`src/rtl/video_timing_gen.sv`:
```
`default_nettype none
// ============================================================================
// Module      : video_timing_gen
// Description : Pixel-clock video timing generator with registered, aligned
//               sync/DE/RGB outputs and an internal 8-bar colour pattern.
// Revision    : 1.0 - initial release
// ============================================================================
module video_timing_gen #(
    parameter int   H_SYNC   = 40,
    parameter int   H_BACK   = 220,
    parameter int   H_DISP   = 1280,
    parameter int   H_FRONT  = 110,
    parameter int   V_SYNC   = 5,
    parameter int   V_BACK   = 20,
    parameter int   V_DISP   = 720,
    parameter int   V_FRONT  = 5,
    parameter logic SYNC_POL = 1'b1
) (
    input  logic        pclk,
    input  logic        reset,
    input  logic        pattern_en,
    input  logic [23:0] pixel_data,
    output logic        data_req,
    output logic [10:0] pixel_xpos,
    output logic [10:0] pixel_ypos,
    output logic        video_hsync,
    output logic        video_vsync,
    output logic        video_de,
    output logic [23:0] video_rgb,
    output logic        frame_start
);

    localparam logic [11:0] C_H_TOTAL   = 12'(H_SYNC + H_BACK + H_DISP + H_FRONT);
    localparam logic [11:0] C_V_TOTAL   = 12'(V_SYNC + V_BACK + V_DISP + V_FRONT);
    localparam logic [11:0] C_H_SYNC    = 12'(H_SYNC);
    localparam logic [11:0] C_V_SYNC    = 12'(V_SYNC);
    localparam logic [11:0] C_H_ACT     = 12'(H_SYNC + H_BACK);
    localparam logic [11:0] C_V_ACT     = 12'(V_SYNC + V_BACK);
    localparam logic [11:0] C_H_END     = 12'(H_SYNC + H_BACK + H_DISP - 1);
    localparam logic [11:0] C_V_END     = 12'(V_SYNC + V_BACK + V_DISP - 1);
    localparam logic [11:0] C_REQ_FIRST = 12'(H_SYNC + H_BACK - 1);
    localparam logic [11:0] C_REQ_LAST  = 12'(H_SYNC + H_BACK + H_DISP - 2);
    localparam logic [11:0] C_BAR_LAST  = 12'(H_DISP / 8 - 1);

    logic [11:0] r_h_cnt;
    logic [11:0] r_v_cnt;
    logic [11:0] r_bar_pix;
    logic [2:0]  r_bar_idx;

    logic        w_h_act;
    logic        w_v_act;
    logic        w_req;
    logic        w_h_wrap;
    logic        w_v_wrap;
    logic [23:0] w_bar_rgb;
    logic [23:0] w_src_rgb;

    assign w_h_act  = (r_h_cnt >= C_H_ACT) && (r_h_cnt <= C_H_END);
    assign w_v_act  = (r_v_cnt >= C_V_ACT) && (r_v_cnt <= C_V_END);
    assign w_h_wrap = (r_h_cnt == C_H_TOTAL - 12'd1);
    assign w_v_wrap = (r_v_cnt == C_V_TOTAL - 12'd1);

    // Requests lead the active window by one pixel to cover the source latency.
    assign w_req      = w_v_act && (r_h_cnt >= C_REQ_FIRST) && (r_h_cnt <= C_REQ_LAST);
    assign data_req   = w_req;
    assign pixel_xpos = w_req ? 11'(r_h_cnt - C_REQ_FIRST) : 11'd0;
    assign pixel_ypos = w_req ? 11'(r_v_cnt - C_V_ACT) : 11'd0;

    always_ff @(posedge pclk) begin
        if (reset) begin
            r_h_cnt <= '0;
            r_v_cnt <= '0;
        end else if (w_h_wrap) begin
            r_h_cnt <= '0;
            r_v_cnt <= w_v_wrap ? 12'd0 : r_v_cnt + 12'd1;
        end else begin
            r_h_cnt <= r_h_cnt + 12'd1;
        end
    end

    // Bar index tracks the column currently on r_h_cnt; it is primed the
    // cycle before the first active pixel so index 0 lines up with H_ACT.
    always_ff @(posedge pclk) begin
        if (reset) begin
            r_bar_pix <= '0;
            r_bar_idx <= '0;
        end else if (r_h_cnt == C_REQ_FIRST) begin
            r_bar_pix <= '0;
            r_bar_idx <= '0;
        end else if (w_h_act) begin
            if (r_bar_pix == C_BAR_LAST) begin
                r_bar_pix <= '0;
                r_bar_idx <= r_bar_idx + 3'd1;
            end else begin
                r_bar_pix <= r_bar_pix + 12'd1;
            end
        end
    end

    always_comb begin
        w_bar_rgb = 24'h000000;
        case (r_bar_idx)
            3'd0:    w_bar_rgb = 24'hFFFFFF;
            3'd1:    w_bar_rgb = 24'hFFFF00;
            3'd2:    w_bar_rgb = 24'h00FFFF;
            3'd3:    w_bar_rgb = 24'h00FF00;
            3'd4:    w_bar_rgb = 24'hFF00FF;
            3'd5:    w_bar_rgb = 24'hFF0000;
            3'd6:    w_bar_rgb = 24'h0000FF;
            default: w_bar_rgb = 24'h000000;
        endcase
    end

    assign w_src_rgb = pattern_en ? w_bar_rgb : pixel_data;

    always_ff @(posedge pclk) begin
        if (reset) begin
            video_hsync <= ~SYNC_POL;
            video_vsync <= ~SYNC_POL;
            video_de    <= 1'b0;
            video_rgb   <= 24'h0;
            frame_start <= 1'b0;
        end else begin
            video_hsync <= (r_h_cnt < C_H_SYNC) ? SYNC_POL : ~SYNC_POL;
            video_vsync <= (r_v_cnt < C_V_SYNC) ? SYNC_POL : ~SYNC_POL;
            video_de    <= w_h_act & w_v_act;
            video_rgb   <= (w_h_act & w_v_act) ? w_src_rgb : 24'h0;
            frame_start <= (r_h_cnt == 12'd0) && (r_v_cnt == 12'd0);
        end
    end

endmodule
`default_nettype wire

```
`config.mk`:
```
export PLATFORM = sky130hd
export DESIGN_NAME = video_timing_gen
export DESIGN_NICKNAME = d
export VERILOG_FILES = /design/src/rtl/video_timing_gen.sv
export SDC_FILE = /design/constraint.sdc
export NUM_CORES = 1
export LEC_CHECK = 0
export ABC_AREA = 1
export BUFFER_PORTS_ARGS = -buffer_cell sky130_fd_sc_hd__buf_4
export CAP_MARGIN = 20
export CORE_ASPECT_RATIO = 2
export CORE_MARGIN = 10
export CORE_UTILIZATION = 41
export CTS_BUF_LIST = sky130_fd_sc_hd__clkbuf_4 sky130_fd_sc_hd__clkbuf_8
export CTS_CLUSTER_DIAMETER = 200
export DETAILED_ROUTE_END_ITERATION = 10
export PLACE_DENSITY = 0.6
export SYNTH_ARGS = -nofsm -noshare
export SYNTH_HDL_FRONTEND = slang
export SYNTH_SLANG_ARGS = --single-unit
```
`constraint.sdc`:
```
create_clock -name pclk -period 2.35 [get_ports pclk]
set_input_delay 0.235 -clock pclk [delete_from_list [all_inputs] [get_ports pclk]]
set_output_delay 0.235 -clock pclk [all_outputs]
set_load 0.01 [all_outputs]
```
==> results.cfg, run 1 <==
[placement]
place_congestion = 0.9526
placed_area_um2 = 4623
port_buffers = 77
dp_hpwl_um = 8617
dp_cells = 723

[cells_and_area]
final_layout_size_suffix_gt1_share_pct = 26.13
finalNonFillerCells = 743
layout.nets = 674
area_growth_pct = 26.14
n_antenna_cell = 0
layout_commonest_cell = nand2_1
num-fill-cells = 948
mostFrequentLayoutCells = nand2_1, buf_4, dfxtp_1, nor2_1, inv_1
fin_area_um2 = 4969

[setup_path]
crit_path_max_fanout = 13
end_kind = output port
cp-start-kind = flip-flop
cp.arrival_ps = 2000
critPathKind = reg -> out
required_ps = 2120

[floorplan]
start_util_pct = 41.97
core.rowCount = 50
die_area_um2 = 14160
core_region_area_um2 = 9384
die_h_um = 158.6
io_pins = 78
die_x_um = 89.31

[timing]
tightest_slew_ps = 644.3
holdWs_ps = 160.6
slew_headroom_pct = 57.05
final_hold_viol_count = 0
setup_viol = 0
fin_crit_sh_pct = 95.17
fmax_ghz = 0.4471
post-route-min-period_ps = 2237
rsz0062_at_grt = yes
skew_ps = 12.68
slew_viol_final = 0

[outcome]
run_status = completed

[clocking]
clockBufferDepth = 2
postCtsHoldBufs = 0
cts_made_buffers = 9
cts_tree = built
htreeDepth = 3
cts-root-buf = clkbuf_8
cts.sinks = 67
insertion_delay_ps = 360
clk_pin_slew_worst_paths_ps = 80

[synth]
netlist_instances = 552
synth_nets = 592
synth-seq-area-share_pct = 34.05
post_synth_instance_area_um2 = 3939
syn_area_per_cell_um2 = 7.135
synth_seq_cells = 67
yosys_warnings = 0
synth_cell_types = 36

[global_routing]
grt_pass1_wl_um = 18440
overflow = 0
track_usage_pct = 16.65
antenna_found_initial = 0
grt_max_degree = 26
grt_pass1_vias = 3799

[power_and_ir_drop]
leakage_nw = 2.114
p_comb_share_pct = 6.8
p_int_mw = 1.702
irDropWorstVdd_v = 0.0002902
p_clk_share_pct = 43.0
powerDensity_nw_per_um2 = 459.7
switchingPower_uw = 581.8
sw_frac_of_total_pct = 25.47
p_seq_share_pct = 50.3

[routing]
vias_per_cell = 5.184
wl_per_cell_um = 15.34
final_antenna_net_count = 0
drc_errors = 0
drtIter0Drc = 114
vias = 3852
dr.pass1.iters = 4
drt-total-wl_um = 11400

[min_path]
min-delay-path-class = in -> reg

[run]
timing.max_cap.violations = 0
## power by group through the flow
stage / sequential (mW) / combinational [mW] / clock (mW)
floorplan: 1.18 / 0.0840 / 0
global placement: 1.18 / 0.150 / 0
detailed placement: 1.18 / 0.152 / 0
CTS: 1.15 / 0.153 / 1.02
global route: 1.15 / 0.172 / 1.08
finish: 1.15 / 0.154 / 0.982
## Yosys cell counts
cell / n / area, um^2
nand2_1: 107 / 401.6
dfxtp_1: 67 / 1341
inv_1: 57 / 214.0
nor2_1: 56 / 210.2
a21oi_1: 43 / 215.2
nand3_1: 40 / 200.2
nor3_1: 40 / 200.2
xor2_1: 28 / 245.2
nor3_2: 17 / 170.2
ha_1: 13 / 162.7
nand4_1: 11 / 68.82
buf_2: 10 / 50.05
o21ai_0: 10 / 50.05
nand2_2: 5 / 31.28
nand3b_1: 5 / 37.54
nor3b_1: 5 / 37.54
buf_6: 4 / 45.04
buf_4: 3 / 22.52
clkbuf_1: 3 / 11.26
inv_2: 3 / 11.26
nor3b_2: 3 / 37.54
nor4_1: 3 / 18.77
a31oi_1: 2 / 12.51
nor2_2: 2 / 12.51
nor2_4: 2 / 22.52
o21ai_1: 2 / 10.01
o21bai_1: 2 / 15.01
a211oi_1: 1 / 7.510
a21oi_2: 1 / 8.760
clkinv_1: 1 / 3.750
nand2_4: 1 / 11.26
nand3_4: 1 / 17.52
nand4_2: 1 / 12.51
o211ai_1: 1 / 7.510
or2_2: 1 / 6.260
xnor2_1: 1 / 8.760
## what timing repair did
action	4_1_cts	5_1_grt
cloned	1	0
setup endpoints to repair	23	23
resized for setup	5	21
setup buffers	2	1
hold endpoints to repair	0	0
pin swaps	1	2
## per-stage QoR
step           util, %  TNS (ps)  setup slack [ps]  total power, mW
6_report         52.95         0             113.5            2.284
5_1_grt          52.95    -123.9            -21.98            2.404
4_1_cts          52.09         0             1.748            2.324
3_5_place_dp     49.27         0             34.17            1.327
3_3_place_gp     49.27         0             144.7            1.325
2_1_floorplan        -         0             426.9            1.261
## cell families after synthesis
kind of cell             after synthesis  share of synthesized area (%)
AO/OA/AOI/OAI                         62                          8.291
buffers and inverters                 81                          9.085
AND/OR/NAND/NOR                      300                          37.99
flip-flops                            67                          34.05
XOR/XNOR                              29                          6.449
adder cells (fa/ha/maj)               13                          4.130
## registers in the layout, summed over array words and instances (netlist names)
name / flops
video_rgb: 24
r_bar_idx: 3
video_vsync: 1
r_bar_pix: 12
r_v_cnt: 12
video_de: 1
video_hsync: 1
frame_start: 1
r_h_cnt: 12
## worst paths after layout
| kind | from | to | slack, ps | cells past startpoint |
|---|---|---|---|---|
| max | r_h_cnt[1] | pixel_ypos[2] | 110 | 9 |
| min | reset | r_v_cnt[7] | 160 | 2 |
| max reg2reg | r_h_cnt[8] | r_v_cnt[0] | 330 | 9 |
| min reg2reg | r_bar_pix[10] | r_bar_pix[10] | 480 | 2 |
## critical path: stages (launching register included)
cell	delay, ps
dfxtp_1	360
ha_1	220
inv_1	110
nand2_1	120
o21ai_2	220
nand2_1	70
nand2_1	110
buf_4	220
nor3_1	70
buf_4	150
## routing by layer
| metal | vias to the layer above | global-route usage, % | routed length, um |
|---|---|---|---|
| li1 | 1979 | - | - |
| met1 | 1743 | 16.87 | 4195 |
| met2 | 100 | 29.70 | 6123 |
| met3 | 30 | 4.452 | 691 |
| met4 | 0 | 8.765 | 388 |
| met5 | - | 0 | 0 |
## layout make-up
cell class,count,area (um^2),share of cell area [%]
inverters,61,229.0,4.608
clock inverters,7,75.07,1.511
clock buffers,9,123.9,2.493
repair buffers,91,737.0,14.83
multi-input cells,404,2323,46.76
well taps,104,130.1,2.619
flip-flops and latches,67,1350,27.17
(Power assumes the default switching activity.)
==> inputs of run 2 (changes only) <==
CORE_ASPECT_RATIO = 0.75   (was 2)
==> run 2 against run 1 <==
Compared with the run above: fmax grew 0.54%; first-iteration DRC count grew to 2.5 times the previous value; design area grew 1.3%; clock power grew 5%; setup slack gained 12 ps; power grew 2.2%; die area shrank 1.4%; flip-flop and latch count is the same; register-to-register slack is essentially flat; non-clock buffer count shrank 1; sequential share of layout area shrank 0.30 points; largest power group unchanged; highest routed layer unchanged.
==> results.cfg, run 2 (synthesis results as in run 1) <==
[setup_path]
cpMostUsedCell = nand2_2
cp-start-kind = flip-flop
cp_cell_sequence = nand2_2 > nor2_4 > nand3_1 > nand2_1 > nand2_2 > clkbuf_16 > nor3_1 > buf_4
reg2reg_slack_ps = 340
required_ps = 2120
cp.arrival_ps = 1990
end_kind = output port
critPathKind = reg -> out
crit_path_max_fanout = 11
slowest_stage = dfxtp_1
critPathMaxStageDelay_ps = 470

[cells_and_area]
layout_commonest_cell = nand2_1
layout.nets = 673
regMostFlops = video_rgb
mostFrequentLayoutCells = nand2_1, buf_4, dfxtp_1, inv_1, nor2_1
n_antenna_cell = 0
finalNonFillerCells = 766
largest_reg_flops = 24
area_growth_pct = 27.80
final_layout_size_suffix_gt1_share_pct = 27.90

[floorplan]
die_h_um = 104.9
core.rowCount = 30
core_region_area_um2 = 9196
io_pins = 78
die_area_um2 = 13970
start_util_pct = 42.83
die_x_um = 133.2

[power_and_ir_drop]
switchingPower_uw = 615.6
p_clk_share_pct = 44.1
p_comb_share_pct = 6.6
powerDensity_nw_per_um2 = 463.6
irDropWorstVdd_v = 0.0003135
p_seq_share_pct = 49.3
leakage_nw = 2.100
sw_frac_of_total_pct = 26.38
p_int_mw = 1.718

[placement]
place_congestion = 0.9298
port_buffers = 77
dp_cells = 744
dp_hpwl_um = 8110
post-place-ws_ps = 181.3

[timing]
final_hold_viol_count = 0
setup_viol = 0
post-route-min-period_ps = 2225
slew_viol_final = 0
fin_crit_sh_pct = 94.66
slew_headroom_pct = 59.12
rsz0062_at_grt = yes
skew_ps = 9.838
tightest_slew_ps = 613.2
fin_ws_ps = 125.5
fmax_ghz = 0.4495

[global_routing]
grt_pass1_vias = 3495
track_usage_pct = 15.01
grt_max_degree = 26
antenna_found_initial = 0
overflow = 0
grt_pass1_wl_um = 17640

[clocking]
cts-root-buf = clkbuf_8
postCtsHoldBufs = 0
clk_pin_slew_worst_paths_ps = 90
cts.sinks = 67
cts_made_buffers = 9
htreeDepth = 3
clockBufferDepth = 2
insertion_delay_ps = 360
cts_tree = built

[routing]
dr.pass1.iters = 4
drt-total-wl_um = 11010
wl_per_cell_um = 14.37
final_antenna_net_count = 0
drtIter0Drc = 289
vias = 3841
vias_per_cell = 5.014
drc_errors = 0

[min_path]
min-delay-path-class = in -> reg

[outcome]
run_status = completed

[run]
timing.max_cap.violations = 0
==> run 2: stage by stage <==
stage                     TNS [ps]  util, %  hold slack (ps)  instance area, um^2  power (mW)
final                            0    54.73            139.2                 5034       2.334
after global routing        -4.652    54.73            134.1                 5034       2.422
after CTS                        0    52.69            127.5                 4846       2.354
after detailed placement         0    50.22            472.7                 4618       1.324
after global placement           0    50.22            467.3                 4618       1.323
after floorplan                  0        -            447.8                 3939       1.261
==> run 2: power groups by stage <==
stage                     registers (mW)  logic (mW)  clock network [mW]
after floorplan                     1.18      0.0840                   0
after global placement              1.18       0.146                   0
after detailed placement            1.18       0.147                   0
after CTS                           1.15       0.148                1.06
after global routing                1.15       0.171                1.10
final                               1.15       0.155                1.03
==> run 2: path summary, 6_finish.rpt <==
path	endpoint	cells past startpoint	from
setup / recovery	pixel_xpos[1]	8	r_h_cnt[9]
hold / removal	r_v_cnt[6]	2	reset
setup reg to reg	r_v_cnt[0]	7	r_h_cnt[9]
hold reg to reg	r_bar_pix[10]	2	r_bar_pix[10]
==> run 2: cell type report <==
class	instances	area, um^2
inverters	61	229.0
clock buffers	9	123.9
multi-input cells	404	2370
well taps	128	160.2
repair buffers	90	716.9
clock inverters	7	81.33
flip-flops and latches	67	1353
fillers	885	4163
==> run 2: critical path, delay by kind of cell (launching register included) <==
kind,cells,cell delay (ps)
and+or+nand+nor,6,810
buffers and inverters,2,340
DFF,1,470
==> run 2: repair_timing <==
item | 4_1_cts | 5_1_grt
cloned | 0 | 1
resized for setup | 2 | 38
setup buffers | 2 | 3
setup endpoints to repair | 23 | 23
pin swaps | 1 | 3
==> run 2: per-layer routing <==
| layer | wire length, um | track usage (%) |
|---|---|---|
| met5 | 0 | 0 |
| met4 | 102 | 4.264 |
| met3 | 763 | 4.498 |
| met2 | 4614 | 21.14 |
| met1 | 5528 | 21.39 |
